### config.mk
export PLATFORM = sky130hd
export DESIGN_NAME = uart_rx
export DESIGN_NICKNAME = d
export VERILOG_FILES = /design/src/rtl/uart_pkg.sv /design/src/rtl/uart_rx_fifo.sv /design/src/rtl/uart_rx.sv
export SDC_FILE = /design/constraint.sdc
export NUM_CORES = 1
export LEC_CHECK = 0
export ABC_AREA = 0
export CORE_MARGIN = 2
export CORE_UTILIZATION = 50
export CTS_BUF_LIST = sky130_fd_sc_hd__clkbuf_4
export DETAILED_ROUTE_END_ITERATION = 8
export PLACE_DENSITY = 0.78
export REMOVE_ABC_BUFFERS = 1
export SLEW_MARGIN = 20
export SYNTH_ARGS = -nofsm -noshare
export SYNTH_HDL_FRONTEND = slang
export SYNTH_SLANG_ARGS = --single-unit
### constraint.sdc
create_clock -name clk_i -period 3.2 [get_ports clk_i]
set_clock_uncertainty 0.15 [all_clocks]
set_input_delay 0.32 -clock clk_i [delete_from_list [all_inputs] [get_ports clk_i]]
set_output_delay 0.32 -clock clk_i [all_outputs]
set_load 0.01 [all_outputs]
### src/rtl/uart_pkg.sv
// Shared UART definitions: receiver states, frame width and default baud divisor.
package uart_pkg;

    typedef enum logic [1:0] {
        RX_IDLE,
        RX_START,
        RX_DATA,
        RX_STOP
    } rx_state_t;

    localparam int UART_DATA_BITS    = 8;
    localparam int UART_CLKS_PER_BIT = 868;

endpackage

### src/rtl/uart_rx_fifo.sv
// Small synchronous FIFO with registered head data and valid flag.
module uart_rx_fifo #(
    parameter int DEPTH = 4,
    parameter int WIDTH = 8
) (
    input  logic             clk_i,
    input  logic             rst_i,
    input  logic             push_i,
    input  logic [WIDTH-1:0] data_i,
    input  logic             pop_i,
    output logic [WIDTH-1:0] data_o,
    output logic             valid_o,
    output logic             full_o
);

    localparam int AW = $clog2(DEPTH);
    localparam int PW = AW + 1;

    logic [WIDTH-1:0] mem_q [DEPTH];
    logic [PW-1:0]    wr_ptr_q, wr_ptr_d;
    logic [PW-1:0]    rd_ptr_q, rd_ptr_d;
    logic [WIDTH-1:0] data_q, data_d;
    logic             valid_q, valid_d;

    assign full_o  = (wr_ptr_q[AW] != rd_ptr_q[AW]) &&
                     (wr_ptr_q[AW-1:0] == rd_ptr_q[AW-1:0]);
    assign data_o  = data_q;
    assign valid_o = valid_q;

    // Next pointers and next head; a push into the head slot bypasses the array.
    always_comb begin
        wr_ptr_d = wr_ptr_q + PW'(push_i);
        rd_ptr_d = rd_ptr_q + PW'(pop_i);
        valid_d  = (wr_ptr_d != rd_ptr_d);
        if (!valid_d) begin
            data_d = '0;
        end else if (push_i && (wr_ptr_q[AW-1:0] == rd_ptr_d[AW-1:0])) begin
            data_d = data_i;
        end else begin
            data_d = mem_q[rd_ptr_d[AW-1:0]];
        end
    end

    // Storage array, write only.
    always_ff @(posedge clk_i) begin
        if (push_i) begin
            mem_q[wr_ptr_q[AW-1:0]] <= data_i;
        end
    end

    // Pointer and output registers.
    always_ff @(posedge clk_i or posedge rst_i) begin
        if (rst_i) begin
            wr_ptr_q <= '0;
            rd_ptr_q <= '0;
            data_q   <= '0;
            valid_q  <= 1'b0;
        end else begin
            wr_ptr_q <= wr_ptr_d;
            rd_ptr_q <= rd_ptr_d;
            data_q   <= data_d;
            valid_q  <= valid_d;
        end
    end

endmodule

### src/rtl/uart_rx.sv
// 8N1 serial receiver: synchronizer, start-edge detect, bit-timing FSM and receive FIFO.
module uart_rx import uart_pkg::*; #(
    parameter int CLKS_PER_BIT = UART_CLKS_PER_BIT,
    parameter int FIFO_DEPTH   = 4
) (
    input  logic       clk_i,
    input  logic       rst_i,
    input  logic       rx_i,
    output logic [7:0] data_o,
    output logic       valid_o,
    input  logic       ready_i,
    output logic       busy_o,
    output logic       frame_err_o,
    output logic       overrun_o,
    input  logic       clr_err_i
);

    localparam int CW = $clog2(CLKS_PER_BIT);
    localparam logic [CW-1:0] HALF_LAST = CW'(CLKS_PER_BIT / 2 - 1);
    localparam logic [CW-1:0] BIT_LAST  = CW'(CLKS_PER_BIT - 1);

    logic                      meta_q, sync_q, prev_q;
    rx_state_t                 state_q, state_d;
    logic [CW-1:0]             baud_q, baud_d;
    logic [2:0]                bit_q, bit_d;
    logic [UART_DATA_BITS-1:0] shift_q, shift_d;
    logic                      frame_err_q, frame_err_d;
    logic                      overrun_q, overrun_d;

    logic start_s, push_req_s, ferr_set_s, ovr_set_s;
    logic pop_s, push_ok_s, fifo_full_s, fifo_valid_s;

    assign start_s     = prev_q & ~sync_q;
    assign pop_s       = fifo_valid_s & ready_i;
    assign push_ok_s   = push_req_s & (~fifo_full_s | pop_s);
    assign ovr_set_s   = push_req_s & fifo_full_s & ~pop_s;
    assign busy_o      = (state_q != RX_IDLE);
    assign valid_o     = fifo_valid_s;
    assign frame_err_o = frame_err_q;
    assign overrun_o   = overrun_q;

    // Bit-timing FSM: mid-bit sampling, shift-in and stop-bit check.
    always_comb begin
        state_d    = state_q;
        baud_d     = baud_q + CW'(1);
        bit_d      = bit_q;
        shift_d    = shift_q;
        push_req_s = 1'b0;
        ferr_set_s = 1'b0;
        case (state_q)
            RX_IDLE: begin
                baud_d = '0;
                if (start_s) begin
                    state_d = RX_START;
                end else begin
                    state_d = RX_IDLE;
                end
            end
            RX_START: begin
                if (baud_q == HALF_LAST) begin
                    baud_d = '0;
                    bit_d  = 3'd0;
                    if (!sync_q) begin
                        state_d = RX_DATA;
                    end else begin
                        state_d = RX_IDLE;
                    end
                end else begin
                    state_d = RX_START;
                end
            end
            RX_DATA: begin
                if (baud_q == BIT_LAST) begin
                    baud_d  = '0;
                    shift_d = {sync_q, shift_q[UART_DATA_BITS-1:1]};
                    bit_d   = bit_q + 3'd1;
                    if (bit_q == 3'd7) begin
                        state_d = RX_STOP;
                    end else begin
                        state_d = RX_DATA;
                    end
                end else begin
                    state_d = RX_DATA;
                end
            end
            RX_STOP: begin
                if (baud_q == BIT_LAST) begin
                    baud_d     = '0;
                    state_d    = RX_IDLE;
                    push_req_s = sync_q;
                    ferr_set_s = ~sync_q;
                end else begin
                    state_d = RX_STOP;
                end
            end
            default: begin
                state_d = RX_IDLE;
                baud_d  = '0;
            end
        endcase
    end

    // Sticky error flags: a set in the same cycle as a clear wins.
    always_comb begin
        frame_err_d = ferr_set_s | (frame_err_q & ~clr_err_i);
        overrun_d   = ovr_set_s  | (overrun_q   & ~clr_err_i);
    end

    // Synchronizer, edge-detect history and FSM registers.
    always_ff @(posedge clk_i or posedge rst_i) begin
        if (rst_i) begin
            meta_q      <= 1'b1;
            sync_q      <= 1'b1;
            prev_q      <= 1'b1;
            state_q     <= RX_IDLE;
            baud_q      <= '0;
            bit_q       <= 3'd0;
            shift_q     <= '0;
            frame_err_q <= 1'b0;
            overrun_q   <= 1'b0;
        end else begin
            meta_q      <= rx_i;
            sync_q      <= meta_q;
            prev_q      <= sync_q;
            state_q     <= state_d;
            baud_q      <= baud_d;
            bit_q       <= bit_d;
            shift_q     <= shift_d;
            frame_err_q <= frame_err_d;
            overrun_q   <= overrun_d;
        end
    end

    uart_rx_fifo #(
        .DEPTH (FIFO_DEPTH),
        .WIDTH (UART_DATA_BITS)
    ) u_fifo (
        .clk_i   (clk_i),
        .rst_i   (rst_i),
        .push_i  (push_ok_s),
        .data_i  (shift_q),
        .pop_i   (pop_s),
        .data_o  (data_o),
        .valid_o (fifo_valid_s),
        .full_o  (fifo_full_s)
    );

endmodule

Yosys cells after proc, flatten, opt, wreduce, memory -nomap -nowiden
Memories as Yosys holds them, arrays and structs flattened.
Cells that the tools add are included.
{"block": "totals", "out_inout_bits": 12, "word_cells": 73, "mem_count": 1, "ramBits": 32, "register_bits": 43, "latchBits": 0, "rom_bits": 0, "inputBits": 5}
{"memory": "u_fifo.mem_q", "depth": 4, "word_bits": 8, "rd": 1, "rd_clocked_by_memory_dff": 0, "write_ports": 1, "line": "uart_rx_fifo.sv:19", "rtl": "logic [WIDTH-1:0] mem_q [DEPTH];"}
{"block": "op_classes", "n_mul": 0, "eq_ne": 12, "muxes": 21, "reduce_logical": 8, "n_lt_le_gt_ge": 0, "shifts": 0, "div": 0, "add_sub_neg": 4, "bitwise_logic": 14}
{"operator": "10-bit one-hot mux with 3 select lines", "n": 1}
{"operator": "10-bit 2-to-1 mux", "n": 2}
{"operator": "8-bit 2-to-1 mux", "n": 2}
{"operator": "10-bit by 1-bit adder with 10-bit output (second input constant)", "n": 1}
{"operator": "10-bit == test (second input constant)", "n": 1}
{"operator": "10-bit by 9-bit == test with 1-bit output (second input constant)", "n": 1}
{"operator": "1-bit 2-to-1 mux", "n": 8}
{"operator": "2-bit 2-to-1 mux", "n": 4}
{"operator": "2-bit one-hot mux with 4 select lines", "n": 1}
{"operator": "1-bit bitwise AND", "n": 7}
{"operator": "3-bit by 1-bit adder with 3-bit output", "n": 2}
{"operator": "3-bit 2-to-1 mux", "n": 2}
{"operator": "3-bit one-hot mux with 2 select lines", "n": 1}
{"operator": "2-bit == test", "n": 2}
{"operator": "2-bit == test (second input constant)", "n": 2}
{"operator": "2-bit != test (second input constant)", "n": 2}
{"operator": "1-bit NOT", "n": 4}
{"operator": "2-bit nonzero test", "n": 2}
{"operator": "3-bit by 1-bit adder with 3-bit output (second input constant)", "n": 1}
{"operator": "3-bit == test (second input constant)", "n": 1}
{"operator": "3-bit != test", "n": 1}
{"operator": "1-bit OR", "n": 3}
{"operator": "3-bit AND reduction", "n": 1}
{"operator": "2-bit by 1-bit == test with 1-bit output (second input constant)", "n": 1}
{"operator": "other kinds (5)", "n": 6}

Depth between registers and ports, before layout
Gate-level depths: netlist of run 1.
{"block": "depth", "word_depth": 8, "ltp_mapped": 12, "depth_no_buf": 11}

Modules after synthesis
Synthesis of run 1 repeated with hierarchy kept, for this count alone.
{"block": "unflattened", "hier_cells": 230, "area_unflattened_um2": 3374.5}
{"mod": "uart_rx_fifo", "cells_per_inst": 110, "instances": 1, "seq_area_each_um2": 1336.3, "area_each_um2": 2008.2}
{"mod": "uart_rx", "cells_per_inst": 120, "instances": 1, "seq_area_each_um2": 704.4, "area_each_um2": 1366.3}

Worst setup path after synthesis of run 1
No wires, ideal clock.
{"block": "synth_timing", "path_type": "reg-to-reg", "from": "reg baud_q[0]", "to": "reg u_fifo.data_q[0] (netlist: u_fifo.data_o[0])", "period_less_slack_ns": 2.742, "slack_ns": 0.458, "path_stages_with_launch": 13, "arrival_ns": 2.449, "n_path_buf": 1, "t_required_ns": 2.907, "setup_ns": 0.143, "path_cell_list": "dfrtp_1 ha_1 and4bb_1 and4_4 buf_6 nand4_1 inv_1 ha_1 ha_1 xor2_1 xor2_1 nor3_2 a21oi_1"}
{"block": "synth_via", "elab_chain_len": 7, "word_cells_on_any_way": 9, "classes_between": "add/sub (1); eq/ne (2); mux (4); bitwise (1); reduce/logical (1)"}
{"element": "start, declared", "line": "uart_rx.sv:24", "rtl": "logic [CW-1:0] baud_q, baud_d;"}
{"element": "start signal, assigned", "line": "uart_rx.sv:126", "rtl": "baud_q <= baud_d;"}
{"element": "10-bit == test", "line": "uart_rx.sv:87", "rtl": "if (baud_q == BIT_LAST) begin"}
{"element": "1-bit 2-to-1 mux", "line": "uart_rx.sv:87"}
{"element": "1-bit 2-to-1 mux", "line": "uart_rx.sv:50", "rtl": "case (state_q)"}
{"element": "1-bit bitwise AND", "line": "uart_rx.sv:35", "rtl": "assign push_ok_s = push_req_s & (~fifo_full_s | pop_s);"}
{"element": "3-bit by 1-bit adder with 3-bit output", "line": "uart_rx_fifo.sv:32", "rtl": "wr_ptr_d = wr_ptr_q + PW'(push_i);"}
{"element": "via u_fifo.wr_ptr_d[2]", "line": "uart_rx_fifo.sv:20", "rtl": "logic [PW-1:0] wr_ptr_q, wr_ptr_d;"}
{"element": "3-bit != test", "line": "uart_rx_fifo.sv:34", "rtl": "valid_d = (wr_ptr_d != rd_ptr_d);"}
{"element": "8-bit 2-to-1 mux", "line": "uart_rx_fifo.sv:35", "rtl": "if (!valid_d) begin"}
{"element": "via u_fifo.data_d[0]", "line": "uart_rx_fifo.sv:22", "rtl": "logic [WIDTH-1:0] data_q, data_d;"}
{"element": "end signal, assigned", "line": "uart_rx_fifo.sv:61", "rtl": "data_q <= data_d;"}
{"element": "end, declared", "line": "uart_rx_fifo.sv:22"}
The timed path passes the listed nets, and every way through them passes these cells.
A chain may end at the register's enable or synchronous reset.

Worst setup path in the final report of run 1
Same ends and word-level chain as after synthesis.

==> results.md, run 1 <==
- Outcome: completed
- Worst relative slew slack: 38.4%
- Post_cts resized: 0
- Actual slew at the worst max-slew pin: 919 ps
- Largest family of logic cells by synthesized area: simple AND/OR/NAND/NOR gates
- F_max: 333 MHz
- Multiplexer area fraction after synthesis: 9.52%
- Final min period: 3000 ps
- Final core utilization: 57.4%
- Vias: 1961
- Pwr Total: 1.67 mW
- Req. time, crit path: 3340 ps
- Clock latency on the worst-skew pair: 410 ps
- Root buf cell: clkbuf_4
- Bufs and invs on worst path: 1
- Final ANT Viol Nets: 0
- Most common cell after layout, fill and taps aside: dfrtp_1
- CTS buffer count: 9
- Compound-Gate Fraction of Synth Area: 6.06%
- Die W: 84.2 µm
- Total routed wirelength: 6.02 mm
- Gpl congestion: 0.790
- # DRC: 0
- GRT overflow: 0
- IO Pins: 17
- Clock sink count: 75
- TritonCTS clock tree: yes
- Post-synth EDFFs: 32
- Clock buffer depth: 2
- DRT Pass-1 Iters: 4
- Max VDD drop: 0.000206 V
- Xor/xnor share of the synthesized area: 4.90%
- Part of the cycle the worst path needs: 93.7%
- R2r worst-path depth: 11
- Sequential fraction of the synthesis area: 63.4%
- Unique masters post-synth: 38
- DIE AREA: 0.00710 mm²
- H-tree levels: 3
- WL/cell: 18.1 µm
- Hold_buf cts: 0
- Slew Limit Fails: 0
- Setup violations, final: 0
- Crit path launch type: flop
- Ys Warns: 0
- Simple-Gate Fraction of Synth Area: 10.1%
- HPWL Detailed: 4.09 mm
- Most numerous cell on the critical path: ha_1
- Filler cell count: 477
- Final Hold Fails: 0
- Post-Syn Area: 0.00322 mm²
- Site row count: 29
- Crit path largest cell delay: 420 ps
- CP Depth: 11
- Layout cell share with drive strength beyond 1: 18.8%
- Largest net degree at the start of global routing: 27
- Worst-path clk slew: 120 ps
- Area grow syn2layout: 11.9%
- Vias in the first global route: 2046
- DR vias/cell: 5.91
- Initial antenna violation count: 0
- Main synth FF type: dfrtp_1
- Nets: 263
- Seq cells post-synth: 75
- CP Max Fanout: 15
- Diode count: 0
- RSZ-0062 raised after global routing: no
- Setup bufs post-CTS: 0
- Worst hold path class: primary input to async pin
- Commonest cells after routing, fill and taps aside: dfrtp_1 (40), edfxtp_1 (32), clkdlybuf4s50_1 (16), nand4_1 (15)
- GRT Overall Usage: 18.6%
- First-pass GRT wire length: 10.1 mm
- Total of max-cap violations: 0
- Async set-reset flop share out of synthesis: 57.3%
- Arrival time at the worst endpoint: 3140 ps
- CP Capture Type: flop
- CP top delay family: simple AND/OR/NAND/NOR gates
- PwrDens: 463 mW/mm²
- Initial Util: 51.3%
- WS Path Type: flop to flop
- Slowest cell on crit path: dfrtp_1
- Detailed router's first-iteration violation count: 104
- Synthesized area per cell: 14.4 µm²
- TNS Setup: 0 ps
- Leakage: 1.55 nW
- Post-Synth Adder-Cell Area: 3.11%
- Core Region: 0.00628 mm²
- Port Buffers: 16
- Mapped Cells: 224
- Crit-path cells: ha_1 -> and4bb_1 -> and4_4 -> nand4_1 -> inv_1 -> ha_1 -> ha_1 -> xor2_1 -> xor2_1 -> nor3_4 -> a21oi_1
- DIE HEIGHT: 84.2 µm
cells in the mapped netlist (2+ instances only):
library cell  count  area share (%)
dfrtp_1          40              31
edfxtp_1         32              30
nand4_1          15             2.9
a21oi_1          14             2.2
nor2_1           14             1.6
xor2_1           13             3.5
inv_1            10             1.2
ha_1              8             3.1
mux4_2            8             5.6
o31ai_1           8             1.9
mux2_4            7             3.3
nand3_1           5            0.78
xnor2_1           5             1.4
a211oi_1          4            0.93
clkbuf_1          4            0.47
nand2_1           4            0.47
buf_2             3            0.47
dfstp_2           3             2.4
nor3b_1           3            0.70
a31oi_1           2            0.39
and3_1            2            0.39
and4_1            2            0.54
buf_6             2            0.70
nor3_1            2            0.31
power by group:
| group | switching [mW] | internal (mW) | total (mW) | leakage (nW) |
|---|---|---|---|---|
| Combinational | 0.0601 | 0.0533 | 0.113 | 0.542 |
| Sequential | 0.0429 | 1.03 | 1.07 | 0.953 |
| Clock | 0.317 | 0.162 | 0.478 | 0.0596 |
| Total | 0.420 | 1.25 | 1.67 | 1.55 |
final cells by class:
class / count / area (µm²) / share of cell area (%)
inverters: 10 / 37.5 / 1.04
multi-input cells: 129 / 1090 / 30.3
well taps: 77 / 96.3 / 2.67
flip-flops and latches: 75 / 2040 / 56.7
clock buffers: 10 / 75.1 / 2.08
clock inverters: 6 / 33.8 / 0.938
repair buffers: 25 / 228 / 6.32
path summary, 6_finish.rpt:
check	start	endpoint	slack, ps
worst max-delay path	baud_q[0]$_DFF_PP0_	u_fifo.data_o[0]$_DFF_PP0_	200
min in group clk_i	rx_i	meta_q$_DFF_PP1_	150
worst max register to register	baud_q[0]$_DFF_PP0_	u_fifo.data_o[0]$_DFF_PP0_	200
max in group asynchronous	rst_i	sync_q$_DFF_PP1_	2000
worst min-delay path	rst_i	shift_q[4]$_DFFE_PP0P_	150
worst min register to register	meta_q$_DFF_PP1_	sync_q$_DFF_PP1_	210
stage by stage:
step	std cells	area (µm²)	setup WS (ps)	hold WS (ps)
after CTS	332	3600	104	139
final	332	3600	200	150
after floorplan	214	3160	507	174
after detailed placement	316	3490	133	199
after global placement	316	3490	263	197
after global routing	332	3600	27.7	146
layer usage:
layer | vias up | global-route usage [%] | share of wire, %
met5 | - | 0 | 0
met1 | 990 | 25.0 | 44
met2 | 62 | 28.8 | 48
li1 | 895 | - | -
met4 | 0 | 9.09 | 2.0
met3 | 14 | 4.42 | 5.7
registers in the layout, summed over array words and instances (netlist names):
register	count
u_fifo.valid_o	1
u_fifo.data_o	8
u_fifo.wr_ptr_q	3
state_q	2
meta_q	1
frame_err_o	1
baud_q	10
sync_q	1
u_fifo.mem_q	32
prev_q	1
overrun_o	1
bit_q	3
u_fifo.rd_ptr_q	3
shift_q	8
logic make-up after synthesis:
group | Yosys count
simple gates | 55
flops | 75
buf+inv | 20
compound gates | 31
fa+ha+maj | 8
mux | 17
xor+xnor | 18
Note: power is estimated with default switching activity, not from simulation.
==> run 2, diff against run 1 <==
- CORE_UTILIZATION: 50 -> 60
- PLACE_DENSITY: 0.78 -> 0.9
- TNS_END_PERCENT: default -> 10
==> results.md, run 2 (synthesis results as in run 1) <==
- Area grow syn2layout: 12.7%
- CTS buffer count: 9 (unchanged)
- DRT Pass-1 Iters: 4 (unchanged)
- Setup bufs post-CTS: 0 (unchanged)
- Clock latency on the worst-skew pair: 410 ps (about the same)
- TNS Setup: 0 ps (unchanged)
- Slowest cell on crit path: dfrtp_1
- PwrDens: 487 mW/mm² (+5.2%)
- Commonest cells after routing, fill and taps aside: dfrtp_1 (40), edfxtp_1 (32), clkdlybuf4s50_1 (16), nand4_1 (15)
- Hold_buf cts: 0 (unchanged)
- Largest net degree at the start of global routing: 30 (+11%)
- First-pass GRT wire length: 10.1 mm (-0.34%)
- Crit-path cells: ha_1 -> and4bb_1 -> and4_4 -> nand4_1 -> inv_1 -> ha_1 -> ha_1 -> xor2_1 -> xor2_1 -> nor3_2 -> buf_4 -> a21oi_1
- Net Sw Frac: 24.6% (-0.59 points)
- RSZ-0062 raised after global routing: no
- Worst hold path class: primary input to async pin
- Port Buffers: 16 (unchanged)
- Diode count: 0 (unchanged)
- Gpl congestion: 0.790 (about the same)
- Post_cts resized: 0 (unchanged)
- GRT Overall Usage: 22.5% (+3.9 points)
- Arrival time at the worst endpoint: 3130 ps (about the same)
- Initial Util: 62.6% (+11 points)
- Total routed wirelength: 6.15 mm (+2.2%)
- Worst setup startpoint: baud_q[0]$_DFF_PP0_
- Worst-path clk slew: 120 ps (about the same)
- IO Pins: 17 (unchanged)
- WS Path Type: flop to flop
- Final Hold Fails: 0 (unchanged)
- Crit path launch type: flop
- Combinational share of power: 6.7% (about the same)
- RR Endpoint: u_fifo.data_o[3]$_DFF_PP0_
- Crit path largest cell delay: 440 ps (+20 ps)
- NetSw: 434 µW (+3.5%)
- Site row count: 26 (-10%)
- DR vias/cell: 6.03 (+2.1%)
- Multi-input logic area: 0.00108 mm² (-0.57%)
- Max VDD drop: 0.000328 V (+59%)
- TritonCTS clock tree: yes
- HPWL Detailed: 4.13 mm (+0.93%)
- R2r worst-path depth: 12 (+1)
- GRT overflow: 0 (unchanged)
- Vias: 1966 (+0.25%)
- Final core utilization: 70.6% (+13 points)
- Die W: 77.3 µm (-8.3%)
- Nets: 264 (+0.38%)
- DIE AREA: 0.00597 mm² (-16%)
- Worst Hold Margin: 127 ps (-22.9 ps)
- Crit Reg-Reg Startpoint: baud_q[0]$_DFF_PP0_
- Total of max-cap violations: 0 (unchanged)
- Crit path to: u_fifo.data_o[3]$_DFF_PP0_
- Core Region: 0.00514 mm² (-18%)
- Actual slew at the worst max-slew pin: 586 ps (-333 ps)
- Reg-to-reg setup timing slack: 240 ps (+40 ps)
- Final ANT Viol Nets: 0 (unchanged)
- Layout cell share with drive strength beyond 1: 19.9% (+1.1 points)
- WL/cell: 18.9 µm (+4.1%)
- CP Capture Type: flop
- Setup violations, final: 0 (unchanged)
- Initial antenna violation count: 0 (unchanged)
- Part of the cycle the worst path needs: 92.5% (-1.2 points)
- F_max: 338 MHz (+1.3%)
- Sequential share of power: 61.3% (-3.2 points)
- # DRC: 0 (unchanged)
- Clock buffer depth: 2 (unchanged)
- Outcome: completed
- Most numerous cell on the critical path: ha_1
- Cell-internal power: 1.33 mW (+6.8%)
- Max reg flops: 32 (unchanged)
- Filler cell count: 357 (-25%)
- Worst relative slew slack: 60.9% (+23 points)
- Most common cell after layout, fill and taps aside: dfrtp_1
- Vias in the first global route: 1948 (-4.8%)
- H-tree levels: 3 (unchanged)
- Leakage: 1.57 nW (+0.74%)
- Root buf cell: clkbuf_4
- Final min period: 2960 ps (-39.5 ps)
- FF+latch area: 0.00204 mm² (unchanged)
- Clock power frac: 32.1% (+3.4 points)
- Clock sink count: 75 (unchanged)
- Slew Limit Fails: 0 (unchanged)
- Detailed router's first-iteration violation count: 161 (+55%)
- CP Max Fanout: 15 (unchanged)
- DIE HEIGHT: 77.3 µm (-8.3%)
- Req. time, crit path: 3370 ps (+30 ps)
## run 2: cell count changes in the layout (fill, tap and decap cells not counted), sizes merged
| cell | delta |
|---|---|
| bufinv | +1 |
| buf | +1 |
| clkinvlp | +1 |
| inv | +1 |
| clkinv | -3 |
## run 2: cell type report
| class | instances | share of cell area, % |
|---|---|---|
| Sequential cell | 75 | 56.3 |
| Multi-Input combinational cell | 129 | 29.9 |
| Timing Repair Buffer | 26 | 6.49 |
| Tap cell | 70 | 2.41 |
| Clock buffer | 10 | 2.07 |
| Clock inverter | 6 | 1.83 |
| Inverter | 10 | 1.03 |
## run 2: power by group through the flow
stage               Clock [mW]  Sequential, mW  Combinational (mW)
floorplan                    0            1.09              0.0827
global route             0.618            1.09               0.133
finish                   0.566            1.08               0.118
CTS                      0.580            1.08               0.120
detailed placement           0            1.10               0.114
global placement             0            1.09               0.110
## run 2: worst max-delay path: cells and delay by family (launching register included)
kind,cells,cell delay [ps]
buffers and inverters,2,300
DFF,1,440
adders and majority gates,3,530
and+or+nand+nor,4,890
AOI/OAI and AO/OA,1,160
xor gates and xnor gates,2,400
## run 2: how the worst min path moves through the flow
stage	from	end	slack, ps
after floorplan	rx_i	meta_q$_DFF_PP1_	170
final	rst_i	shift_q[0]$_DFFE_PP0P_	130
after CTS	rx_i	meta_q$_DFF_PP1_	140
after global placement	meta_q$_DFF_PP1_	sync_q$_DFF_PP1_	200
after global routing	rx_i	meta_q$_DFF_PP1_	130
after detailed placement	meta_q$_DFF_PP1_	sync_q$_DFF_PP1_	200
## run 2: stage by stage
step	area, µm²	worst slack, ps	total power [mW]	cells
2_1_floorplan	3160	507	1.17	214
3_3_place_gp	3490	486	1.20	310
3_5_place_dp	3490	336	1.21	310
4_1_cts	3630	276	1.78	326
5_1_grt	3630	42.4	1.84	326
6_report	3630	240	1.77	326
## run 2: routing by layer
layer,vias to the layer above,share of wire [%],track usage (%)
met2,67,51,34.3
li1,897,-,-
met1,987,42,31.1
met5,-,0,0
met3,15,5.5,4.47
met4,0,2.2,11.6
==> run 3, diff against run 2 <==
- ABC_CLOCK_PERIOD_IN_PS: default -> 3200
- CORE_UTILIZATION: 60 -> 55
- PLACE_DENSITY: 0.9 -> 0.84
==> results.md, run 3 (synthesis results as in run 1) <==
- Outcome: completed
- Gpl congestion: 0.828 (+4.8%)
- Initial antenna violation count: 0 (unchanged)
- Slew Limit Fails: 0 (unchanged)
- Final ANT Viol Nets: 0 (unchanged)
- Clock buffer depth: 2 (unchanged)
- WS Path Type: flop to flop
- M1 WL: 2.63 mm (+2.8%)
- Worst-path clk slew: 120 ps (about the same)
- Initial Util: 57.8% (-4.9 points)
- Worst hold path class: primary input to async pin
- PwrDens: 487 mW/mm² (about the same)
- R2r worst-path depth: 12 (unchanged)
- Vias in the first global route: 1993 (+2.3%)
- First-pass GRT wire length: 10.1 mm (unchanged)
- Arrival time at the worst endpoint: 3080 ps (-50 ps)
- Clock latency on the worst-skew pair: 420 ps (about the same)
- Slowest cell on crit path: dfrtp_1
- Bufs and invs on worst path: 2 (unchanged)
- DP Area: 0.00349 mm² (about the same)
- Total of max-cap violations: 0 (unchanged)
- GRT overflow: 0 (unchanged)
- Leakage: 1.57 nW (+0.40%)
- Setup bufs post-CTS: 0 (unchanged)
- Net Sw Frac: 24.1% (-0.51 points)
- Final instance area: 0.00363 mm² (about the same)
- Most common cell after layout, fill and taps aside: dfrtp_1
- Met3 wire len: 385 µm (+13%)
- Final Non-Filler Cells: 328 (+0.61%)
- Setup WS post-layout: 306 ps (+66.4 ps)
- Root buf cell: clkbuf_4
- Post_cts resized: 0 (unchanged)
- Final Hold Fails: 0 (unchanged)
- Die W: 80.5 µm (+4.2%)
- Site row count: 27 (+3.8%)
- Max VDD drop: 0.000394 V (+20%)
- Detailed router's first-iteration violation count: 182 (+13%)
- Most numerous cell on the critical path: ha_1
- Pwr Total: 1.76 mW (about the same)
- NetSw: 425 µW (-2.1%)
- TritonCTS clock tree: yes
- Nets: 264 (unchanged)
- GRT Overall Usage: 21.7% (-0.82 points)
- RSZ-0062 raised after global routing: no
- Reg-to-reg setup timing slack: 310 ps (+70 ps)
- Combinational share of power: 6.4% (-0.3 points)
- # DRC: 0 (unchanged)
- Total routed wirelength: 6.07 mm (-1.2%)
- Req. time, crit path: 3390 ps (+20 ps)
- Hold_buf cts: 0 (unchanged)
- CP top delay family: simple AND/OR/NAND/NOR gates
- CTS buffer count: 9 (unchanged)
- Clock sink count: 75 (unchanged)
- Setup violations, final: 0 (unchanged)
- DP Worst Slack: 382 ps (+45.9 ps)
- DR vias/cell: 5.91 (-2.0%)
- CP Capture Type: flop
- Core Region: 0.00557 mm² (+8.4%)
- Max reg flops: 32 (unchanged)
- Crit path largest cell delay: 430 ps (about the same)
- Diode count: 0 (unchanged)
- Actual slew at the worst max-slew pin: 630 ps (+44.0 ps)
- Vias: 1939 (-1.4%)
- Top Layer Used: met4
- Cell-internal power: 1.34 mW (+0.66%)
- CP Max Fanout: 15 (unchanged)
- Worst Hold Margin: 156 ps (+28.3 ps)
- Final min period: 2890 ps (-66.4 ps)
- CP Depth: 12 (unchanged)
- F_max: 346 MHz (+2.3%)
- Met2 WL: 2.88 mm (-7.4%)
- TNS Setup: 0 ps (unchanged)
- Layout cell share with drive strength beyond 1: 19.5% (-0.39 points)
- Crit-path cells: ha_1 -> and4bb_1 -> and4_4 -> nand4_1 -> inv_1 -> ha_1 -> ha_1 -> xor2_1 -> xor2_1 -> nor3_2 -> buf_4 -> a21oi_1
- Area grow syn2layout: 12.6% (about the same)
- H-tree levels: 3 (unchanged)
- DRT Pass-1 Iters: 4 (unchanged)
- Port Buffers: 16 (unchanged)
- Inst Count DP: 312 (+0.65%)
- IO Pins: 17 (unchanged)
- WL/cell: 18.5 µm (-1.8%)
- Largest net degree at the start of global routing: 32 (+6.7%)
- Crit path launch type: flop
- Part of the cycle the worst path needs: 90.4% (-2.1 points)
- Commonest cells after routing, fill and taps aside: dfrtp_1 (40), edfxtp_1 (32), clkdlybuf4s50_1 (16), nand4_1 (15)
- DIE AREA: 0.00648 mm² (+8.6%)
- DIE HEIGHT: 80.5 µm (+4.2%)
- HPWL Detailed: 4.08 mm (-1.3%)
- Worst relative slew slack: 58.0% (-2.9 points)
- Sequential share of power: 61.0% (-0.3 points)
- Final core utilization: 65.1% (-5.5 points)
- Clock power frac: 32.7% (+0.6 points)
run 3: cell count changes in the layout (fill, tap and decap cells not counted):
| cell | delta |
|---|---|
| clkbuf_4 | +1 |
| clkinv_1 | +1 |
| clkinvlp_4 | -2 |
| clkinv_4 | -1 |
| inv_6 | +1 |
run 3: final timing paths:
check                                    startpoint                      endpoint
min in group clk_i                             rx_i              meta_q$_DFF_PP1_
worst min register to register     meta_q$_DFF_PP1_              sync_q$_DFF_PP1_
max in group asynchronous                     rst_i  u_fifo.rd_ptr_q[2]$_DFF_PP0_
worst max register to register  baud_q[0]$_DFF_PP0_    u_fifo.data_o[7]$_DFF_PP0_
worst min-delay path                          rst_i        shift_q[4]$_DFFE_PP0P_
worst max-delay path            baud_q[0]$_DFF_PP0_    u_fifo.data_o[7]$_DFF_PP0_
run 3: area by class of cell:
type	count	area, µm²
multi-input combinational	129	1080
tap	72	90.1
clock buffer	11	82.6
fill	396	1950
clock inverter	5	55.1
sequential	75	2040
inverter	10	37.5
timing repair buffer	26	235
run 3: routing by layer:
| layer | vias to the layer above | GRT usage, % |
|---|---|---|
| met2 | 71 | 32.4 |
| met4 | 0 | 11.0 |
| li1 | 896 | - |
| met5 | - | 0 |
| met3 | 14 | 5.39 |
| met1 | 958 | 29.8 |
run 3: power groups by stage:
stage	Clock [mW]	Sequential [mW]	Combinational, mW
after CTS	0.580	1.08	0.114
after global routing	0.621	1.08	0.131
after floorplan	0	1.09	0.0827
after detailed placement	0	1.10	0.112
after global placement	0	1.09	0.112
final	0.576	1.08	0.112
